$ cat config.mk
export PLATFORM = sky130hd
export DESIGN_NAME = status_led_seq
export DESIGN_NICKNAME = d
export VERILOG_FILES = /design/src/rtl/status_led_seq.sv
export SDC_FILE = /design/constraint.sdc
export NUM_CORES = 1
export LEC_CHECK = 0
export CAP_MARGIN = 40
export CORE_UTILIZATION = 55
export DETAILED_ROUTE_END_ITERATION = 7
export GPL_ROUTABILITY_DRIVEN = 0
export PLACE_DENSITY = 0.85
export SLEW_MARGIN = 40
export SYNTH_ARGS = -nofsm -noshare
export SYNTH_HDL_FRONTEND = slang
export SYNTH_SLANG_ARGS = --single-unit
$ cat constraint.sdc
create_clock -name clk -period 3.8 [get_ports clk]
set_input_delay 0.76 -clock clk [delete_from_list [all_inputs] [get_ports clk]]
set_output_delay 0.76 -clock clk [all_outputs]
set_load 0.02 [all_outputs]
$ cat src/rtl/status_led_seq.sv
// Status LED sequencer: mirrors the heartbeat, or flashes a latched fault code as N pulses plus a gap.
// Latency: led follows heartbeat one clk after it changes; burst phases are whole multiples of TICK_DIV.
// Backpressure: none; a new fault is only accepted in HB or at the end of a gap, others are dropped.
//
// Ports:
//   clk          system clock
//   rstn         synchronous active-low reset
//   heartbeat    slow square wave shown on the LED when no fault is latched
//   fault_valid  fault report strobe/level, qualified by fault_code != 0
//   fault_code   fault number 1..15 (0 = no fault)
//   fault_clr    clears the latched fault (only when LED_FAULT_LATCH_EN is defined)
//   led          status LED, active-high
//   fault_active high whenever a fault burst is being shown
//
// Build option LED_FAULT_LATCH_EN: bursts repeat until fault_clr instead of
// ending once the fault report goes away.
module status_led_seq #(
   parameter int TICK_DIV  = 50000,
   parameter int ON_TICKS  = 4,
   parameter int OFF_TICKS = 4,
   parameter int GAP_TICKS = 16
) (
   input  logic       clk,
   input  logic       rstn,
   input  logic       heartbeat,
   input  logic       fault_valid,
   input  logic [3:0] fault_code,
`ifdef LED_FAULT_LATCH_EN
   input  logic       fault_clr,
`endif
   output logic       led,
   output logic       fault_active
);

   localparam logic [15:0] TICK_LAST = 16'(TICK_DIV - 1);
   localparam logic [7:0]  ON_LAST   = 8'(ON_TICKS - 1);
   localparam logic [7:0]  OFF_LAST  = 8'(OFF_TICKS - 1);
   localparam logic [7:0]  GAP_LAST  = 8'(GAP_TICKS - 1);

   typedef enum logic [1:0] {
      S_HB  = 2'd0,
      S_ON  = 2'd1,
      S_OFF = 2'd2,
      S_GAP = 2'd3
   } state_t;

   state_t      state, state_n;
   logic [15:0] presc, presc_n;
   logic [7:0]  phase, phase_n;
   logic [3:0]  pulse_cnt, pulse_cnt_n;
   logic [3:0]  code_q, code_n;
   logic        hb_q;
   logic        tick;
   logic        new_fault;

   assign tick      = (presc == TICK_LAST);
   assign new_fault = fault_valid && (fault_code != 4'd0);

   always_ff @(posedge clk) begin
      if (!rstn) begin
         state     <= S_HB;
         presc     <= 16'd0;
         phase     <= 8'd0;
         pulse_cnt <= 4'd0;
         code_q    <= 4'd0;
         hb_q      <= 1'b0;
      end else begin
         state     <= state_n;
         presc     <= presc_n;
         phase     <= phase_n;
         pulse_cnt <= pulse_cnt_n;
         code_q    <= code_n;
         hb_q      <= heartbeat;
      end
   end

   always_comb begin
      state_n     = state;
      code_n      = code_q;
      pulse_cnt_n = pulse_cnt;

      case (state)
         S_HB: begin
            if (new_fault) begin
               code_n      = fault_code;
               pulse_cnt_n = 4'd1;
               state_n     = S_ON;
            end
         end
         S_ON: begin
            if (tick && (phase == ON_LAST)) begin
               state_n = S_OFF;
            end
         end
         S_OFF: begin
            if (tick && (phase == OFF_LAST)) begin
               if (pulse_cnt == code_q) begin
                  state_n = S_GAP;
               end else begin
                  // code_q <= 15 and we stop at equality, so this never wraps
                  pulse_cnt_n = pulse_cnt + 4'd1;
                  state_n     = S_ON;
               end
            end
         end
         S_GAP: begin
            if (tick && (phase == GAP_LAST)) begin
`ifdef LED_FAULT_LATCH_EN
               pulse_cnt_n = 4'd1;
               state_n     = S_ON;
`else
               if (new_fault) begin
                  code_n      = fault_code;
                  pulse_cnt_n = 4'd1;
                  state_n     = S_ON;
               end else begin
                  state_n = S_HB;
               end
`endif
            end
         end
         default: state_n = S_HB;
      endcase

`ifdef LED_FAULT_LATCH_EN
      // Clear overrides everything, including a fault arriving in HB
      if (fault_clr) begin
         state_n     = S_HB;
         code_n      = 4'd0;
         pulse_cnt_n = 4'd0;
      end
`endif
   end

   // Every transition restarts timing so each state lasts exactly N ticks.
   // All transitions change the state value, so a compare is sufficient.
   always_comb begin
      presc_n = 16'd0;
      phase_n = 8'd0;
      if (state_n == state) begin
         if (tick) begin
            presc_n = 16'd0;
            phase_n = phase + 8'd1;
         end else begin
            presc_n = presc + 16'd1;
            phase_n = phase;
         end
      end
   end

   always_comb begin
      led = 1'b0;
      case (state)
         S_HB:    led = hb_q;
         S_ON:    led = 1'b1;
         default: led = 1'b0;
      endcase
   end

   assign fault_active = (state != S_HB);

endmodule

==> impl_metrics.csv, run 1 <==
group,metric,value,unit
final_layout,fin_nets,229,
power,p_leak,0.700,nW
cts,clkLatencyLatePin,0.35,ns
final_layout,antenna_cells,0,
grt,overflow,0,
sta,worstMarginPinSlew,0.656,ns
power,ir_drop,0.000228,V
grt,grt_pass1_wl,5.82,mm
cts,holdBufCountCts,0,
placed_design,hpwl,2.50,mm
flow_run,maxCapViolCount,0,
sta,layout_worst_path_cycle_share,0.683,
cts,clkSlewWorstSetupHoldPaths,0.11,ns
final_layout,syn2layout_area_growth,10.0,%
sta,drv_slew,0,
floorplanning,start_util,0.595,
grt,antenna_found_initial,0,
synthesis,avgSynthCellArea,8.90,um^2
synthesis,yosys_warnings,0,
floorplanning,die_area,3620,um^2
setup_path,criticalPathCategory,"reg2out",
synthesis,synthCells,209,
route,ant_nets,0,
sta,rsz0062_at_grt,"no",
route,drt_first_pass_iters,4,
route,wl_per_cell,13.2,um
floorplanning,die_x,60.2,um
sta,setup-tns-final,0,ns
synthesis,synth-edff-count,0,
synthesis,syn_area,1860,um^2
synthesis,ys.flop_type,"dfxtp_1",
synthesis,ys_ff_latch,35,
cts,clock-sinks,35,
cts,cts-root-buf,"clkbuf_4",
synthesis,synth_cell_types,45,
route,drt_iter0_markers,71,
sta,skew,0.0182,ns
sta,relSlewSlack,0.563,
cts,cts_buffer_depth,2,
placed_design,port_buffers,9,
grt,grt_start_max_net_pins,21,
route,vias,1472,
setup_path,cp_data_arrival_time,1.84,ns
synthesis,synthArstFlopShare,0,
final_layout,fin_area,2050,um^2
power,p_total,0.671,mW
floorplanning,die_h,60.2,um
synthesis,yosysSeqAreaShare,0.377,
sta,setup_viol,0,
cts,cts_htree_levels,2,
route,drc,0,
final_layout,drive_above_1_share,0.0822,
cts,numCtsBuffers,5,
route,wirelength,3.48,mm
sta,fmax,385,MHz
cts,post_cts_buffers,0,
synthesis,syn_nets,220,
floorplanning,pin_count,10,
placed_design,placed_area,1970,um^2
setup_path,critPathCaptureType,"primary output",
sta,min_period,2.60,ns
cts,ctsResizeCount,0,
setup_path,worst-path-max-fanout,15,
route,vias_per_cell,5.60,
setup_path,crit_required,3.04,ns
floorplanning,rows,20,
floorplanning,core-area,3130,um^2
sta,hold_violations,0,
run_status,status,"finished, final reports clean",
grt,grt_usage,0.225,
cts,cts_tree,"done",
grt,grt_pass1_vias,1263,
hold_path,holdCritPathClass,"reg2reg",
setup_path,cp-start-kind,"register",
power,power.density,328,nW/um^2
[kinds of logic after synthesis]
logic type	share of synthesized area
xor gates and xnor gates	0.122
adders and majority gates	0.0202
AOI/OAI and AO/OA	0.0881
and+or+nand+nor	0.322
DFF	0.377
muxes	0.0377
buffers and inverters	0.0329
[path summary, 6_finish.rpt]
| check | depth (start not counted) | startpoint | to | slack [ns] |
|---|---|---|---|---|
| worst max-delay path | 2 | state[0] | fault_active | 1.20 |
| worst min-delay path | 1 | presc[0] | presc[0] | 0.47 |
| worst max register to register | 5 | presc[4] | presc[7] | 1.55 |
| worst min register to register | 1 | presc[0] | presc[0] | 0.47 |
[flip-flops by register name (all words and copies together) (netlist names)]
signal / count
code_q: 4
hb_q: 1
phase: 8
presc: 16
pulse_cnt: 4
state: 2
[area by class of cell]
cell class	instances	area, um^2
multi-input cells	160	1100
fillers	278	1080
flip-flops and latches	35	701
repair buffers	10	97.6
clock buffers	7	65.1
well taps	44	55.1
inverters	6	22.5
clock inverters	1	7.51
[layout by cell type, fill, tap and decap left out, drive strengths merged, types with 2 or more instances in the layout]
master,count
dfxtp,35
nor2,26
nand2,23
xnor2,17
nand3,10
xor2,9
clkdlybuf4s50,9
nand4,7
mux2i,7
nor4,7
clkbuf,7
inv,6
and3,5
nor3,5
and4,4
o21ai,4
nand4bb,3
and2,3
nor2b,3
ha,3
o211ai,3
or2,2
and4bb,2
a31oi,2
a211oi,2
[cells in the mapped netlist, types with 3 or more instances]
master,n,area [um^2]
and3_1,5,31.3
and2_1,3,18.8
nor4_1,6,37.5
nand3_1,8,40.0
nand2_1,23,86.3
and4_1,4,35.0
nor2b_1,3,18.8
xor2_1,9,78.8
mux2i_1,7,70.1
nor3_1,5,25.0
nand4_1,7,43.8
dfxtp_1,35,701
clkbuf_1,5,18.8
xnor2_1,17,149
ha_1,3,37.5
nor2_1,26,97.6
nand4bb_1,3,33.8
inv_1,6,22.5
[per-layer routing]
layer  share of wire  track usage
met5               0            0
met4          0.0081       0.0831
met3           0.043       0.0909
met2            0.45        0.328
met1            0.50        0.297
[power breakdown]
group          total, mW  internal, mW  switching [mW]  leakage (nW)
logic             0.0541        0.0258          0.0283         0.378
clock network      0.235         0.108           0.127        0.0375
registers          0.382         0.374         0.00825         0.284
total              0.671         0.508           0.163         0.700
[critical path, stage by stage (launching register included)]
cell,delay (ns)
dfxtp_1,0.62
or2_2,0.26
clkdlybuf4s50_1,0.62
[metrics by stage]
stage                      util  hold WS [ns]  std cells  setup WS [ns]
after global placement    0.631         0.444        255           1.08
after CTS                 0.654         0.475        263           1.22
final                     0.654         0.469        263           1.20
after global routing      0.654         0.507        263           1.10
after floorplan               -         0.426        209           1.68
after detailed placement  0.631         0.449        255          0.985
Power figures use the tool's default switching activity.
==> run 2: changes to the inputs <==
- clock period: 3.8 -> 2.5 ns (I/O delays scaled with it)
==> impl_metrics.csv, run 2 (synthesis gave the netlist of run 1 again) <==
group,metric,value,unit
final_layout,syn2layout_area_growth,12.4,%
setup_path,worst-path-max-fanout,15,
flow_run,maxCapViolCount,0,
placed_design,port_buffers,9,
floorplanning,core-area,3130,um^2
power,ir_drop,0.000285,V
route,drt_iter0_markers,111,
route,drt_first_pass_iters,4,
setup_path,path_cells,"or2_2 > clkdlybuf4s50_1",
power,swShare,0.214,
grt,antenna_found_initial,0,
floorplanning,die_x,60.2,um
sta,drv_slew,0,
sta,min_period,2.33,ns
route,drc,0,
power,power_frac_comb,0.075,
grt,grt_pass1_vias,1329,
final_layout,utilization,0.668,
grt,overflow,0,
sta,relSlewSlack,0.557,
sta,layout_worst_path_cycle_share,0.931,
setup_path,crit_path_max_incr_delay,0.63,ns
floorplanning,die_h,60.2,um
grt,grt_usage,0.225,
setup_path,cp-start-kind,"register",
cts,numCtsBuffers,5,
power,internal_power,0.921,mW
floorplanning,die_area,3620,um^2
final_layout,drive_above_1_share,0.0860,
setup_path,critPathCaptureType,"primary output",
final_layout,final_cell_mix,"dfxtp_1, nor2_1, nand2_1",
power,power_frac_clock,0.430,
power,power.density,561,nW/um^2
cts,ctsResizeCount,0,
setup_path,cp_slowest_cell,"dfxtp_1",
floorplanning,rows,20,
hold_path,holdCritPathClass,"reg2reg",
route,vias,1488,
sta,rsz0062_at_grt,"no",
final_layout,top_register,"presc",
cts,post_cts_buffers,0,
power,p_sw,0.251,mW
power,p_leak,0.724,nW
final_layout,layout_commonest_cell,"dfxtp_1",
sta,skew,0.00968,ns
cts,clkSlewWorstSetupHoldPaths,0.11,ns
sta,setup-tns-final,0,ns
setup_path,crit_required,2.00,ns
final_layout,antenna_cells,0,
floorplanning,pin_count,10,
placed_design,hpwl,2.61,mm
final_layout,multi_input_area,1100,um^2
route,vias_per_cell,5.62,
sta,worstMarginPinSlew,0.662,ns
sta,setup_viol,0,
run_status,status,"finished, final reports clean",
setup_path,r2r_start,"presc[4]",
sta,hold_violations,0,
route,wirelength,3.52,mm
setup_path,criticalPathCategory,"reg2out",
cts,cts_htree_levels,2,
grt,grt_pass1_wl,5.99,mm
final_layout,largest_registers,"presc (16), phase (8)",
final_layout,largest_reg_flops,16,
cts,clock-sinks,35,
final_layout,seqCellArea,701,um^2
floorplanning,start_util,0.595,
cts,holdBufCountCts,0,
route,wl_per_cell,13.3,um
power,sequentialPowerShare,0.495,
setup_path,critPathLaunch,"state[0]",
final_layout,fin_nets,231,
cts,cts-root-buf,"clkbuf_4",
hold_path,min-delay-start,"presc[0]",
setup_path,rrSetupSlack,0.22,ns
route,ant_nets,0,
sta,fmax,430,MHz
cts,clkLatencyLatePin,0.34,ns
cts,cts_buffer_depth,2,
final_layout,fillers,252,
setup_path,cp_data_arrival_time,1.83,ns
cts,cts_tree,"done",
grt,grt_start_max_net_pins,16,
[run 2: metal layers]
metal  up-vias  share of wire  global-route usage
li1        762              -                   -
met4         0          0.016              0.0897
met3         7          0.066              0.0584
met2        43           0.43               0.341
met5         -              0                   0
met1       676           0.48               0.304
[run 2: area by class of cell]
type	count	share of cell area
multi-input cells	160	0.525
flip-flops and latches	35	0.335
repair buffers	12	0.0539
clock inverters	2	0.0287
well taps	44	0.0263
clock buffers	6	0.0197
inverters	6	0.0108
[run 2: metrics by stage]
stage	cell area (um^2)	std cells	power [mW]	hold WS, ns	worst slack [ns]
finish	2090	265	1.17	0.475	0.173
global route	2090	265	1.22	0.487	0.0912
CTS	2090	265	1.18	0.474	0.181
global placement	1990	257	0.676	0.441	0.229
detailed placement	1990	257	0.679	0.450	0.118
floorplan	1860	209	0.647	0.426	0.636
[run 2: power by group through the flow]
stage / registers, mW / clock network, mW / logic [mW]
final: 0.580 / 0.505 / 0.0876
after global routing: 0.583 / 0.537 / 0.0953
after CTS: 0.580 / 0.515 / 0.0869
after global placement: 0.593 / 0 / 0.0836
after floorplan: 0.588 / 0 / 0.0592
after detailed placement: 0.593 / 0 / 0.0862
[run 2: path summary, 6_finish.rpt]
path / to / cells after the start
setup / recovery: fault_active / 2
hold / removal: presc[0] / 1
setup reg to reg: presc[6] / 5
hold reg to reg: presc[0] / 1
[run 2: critical path: cells and delay by family, from the launching register on]
kind | cells | cell delay [ns]
AND/OR/NAND/NOR | 1 | 0.25
buffers and inverters | 1 | 0.61
flip-flops | 1 | 0.63
==> run 3: changes to the inputs <==
- GPL_TIMING_DRIVEN: default -> 1
==> results of run 3 <==
The final DEF is identical to that of run 2; final timing and power are the same.
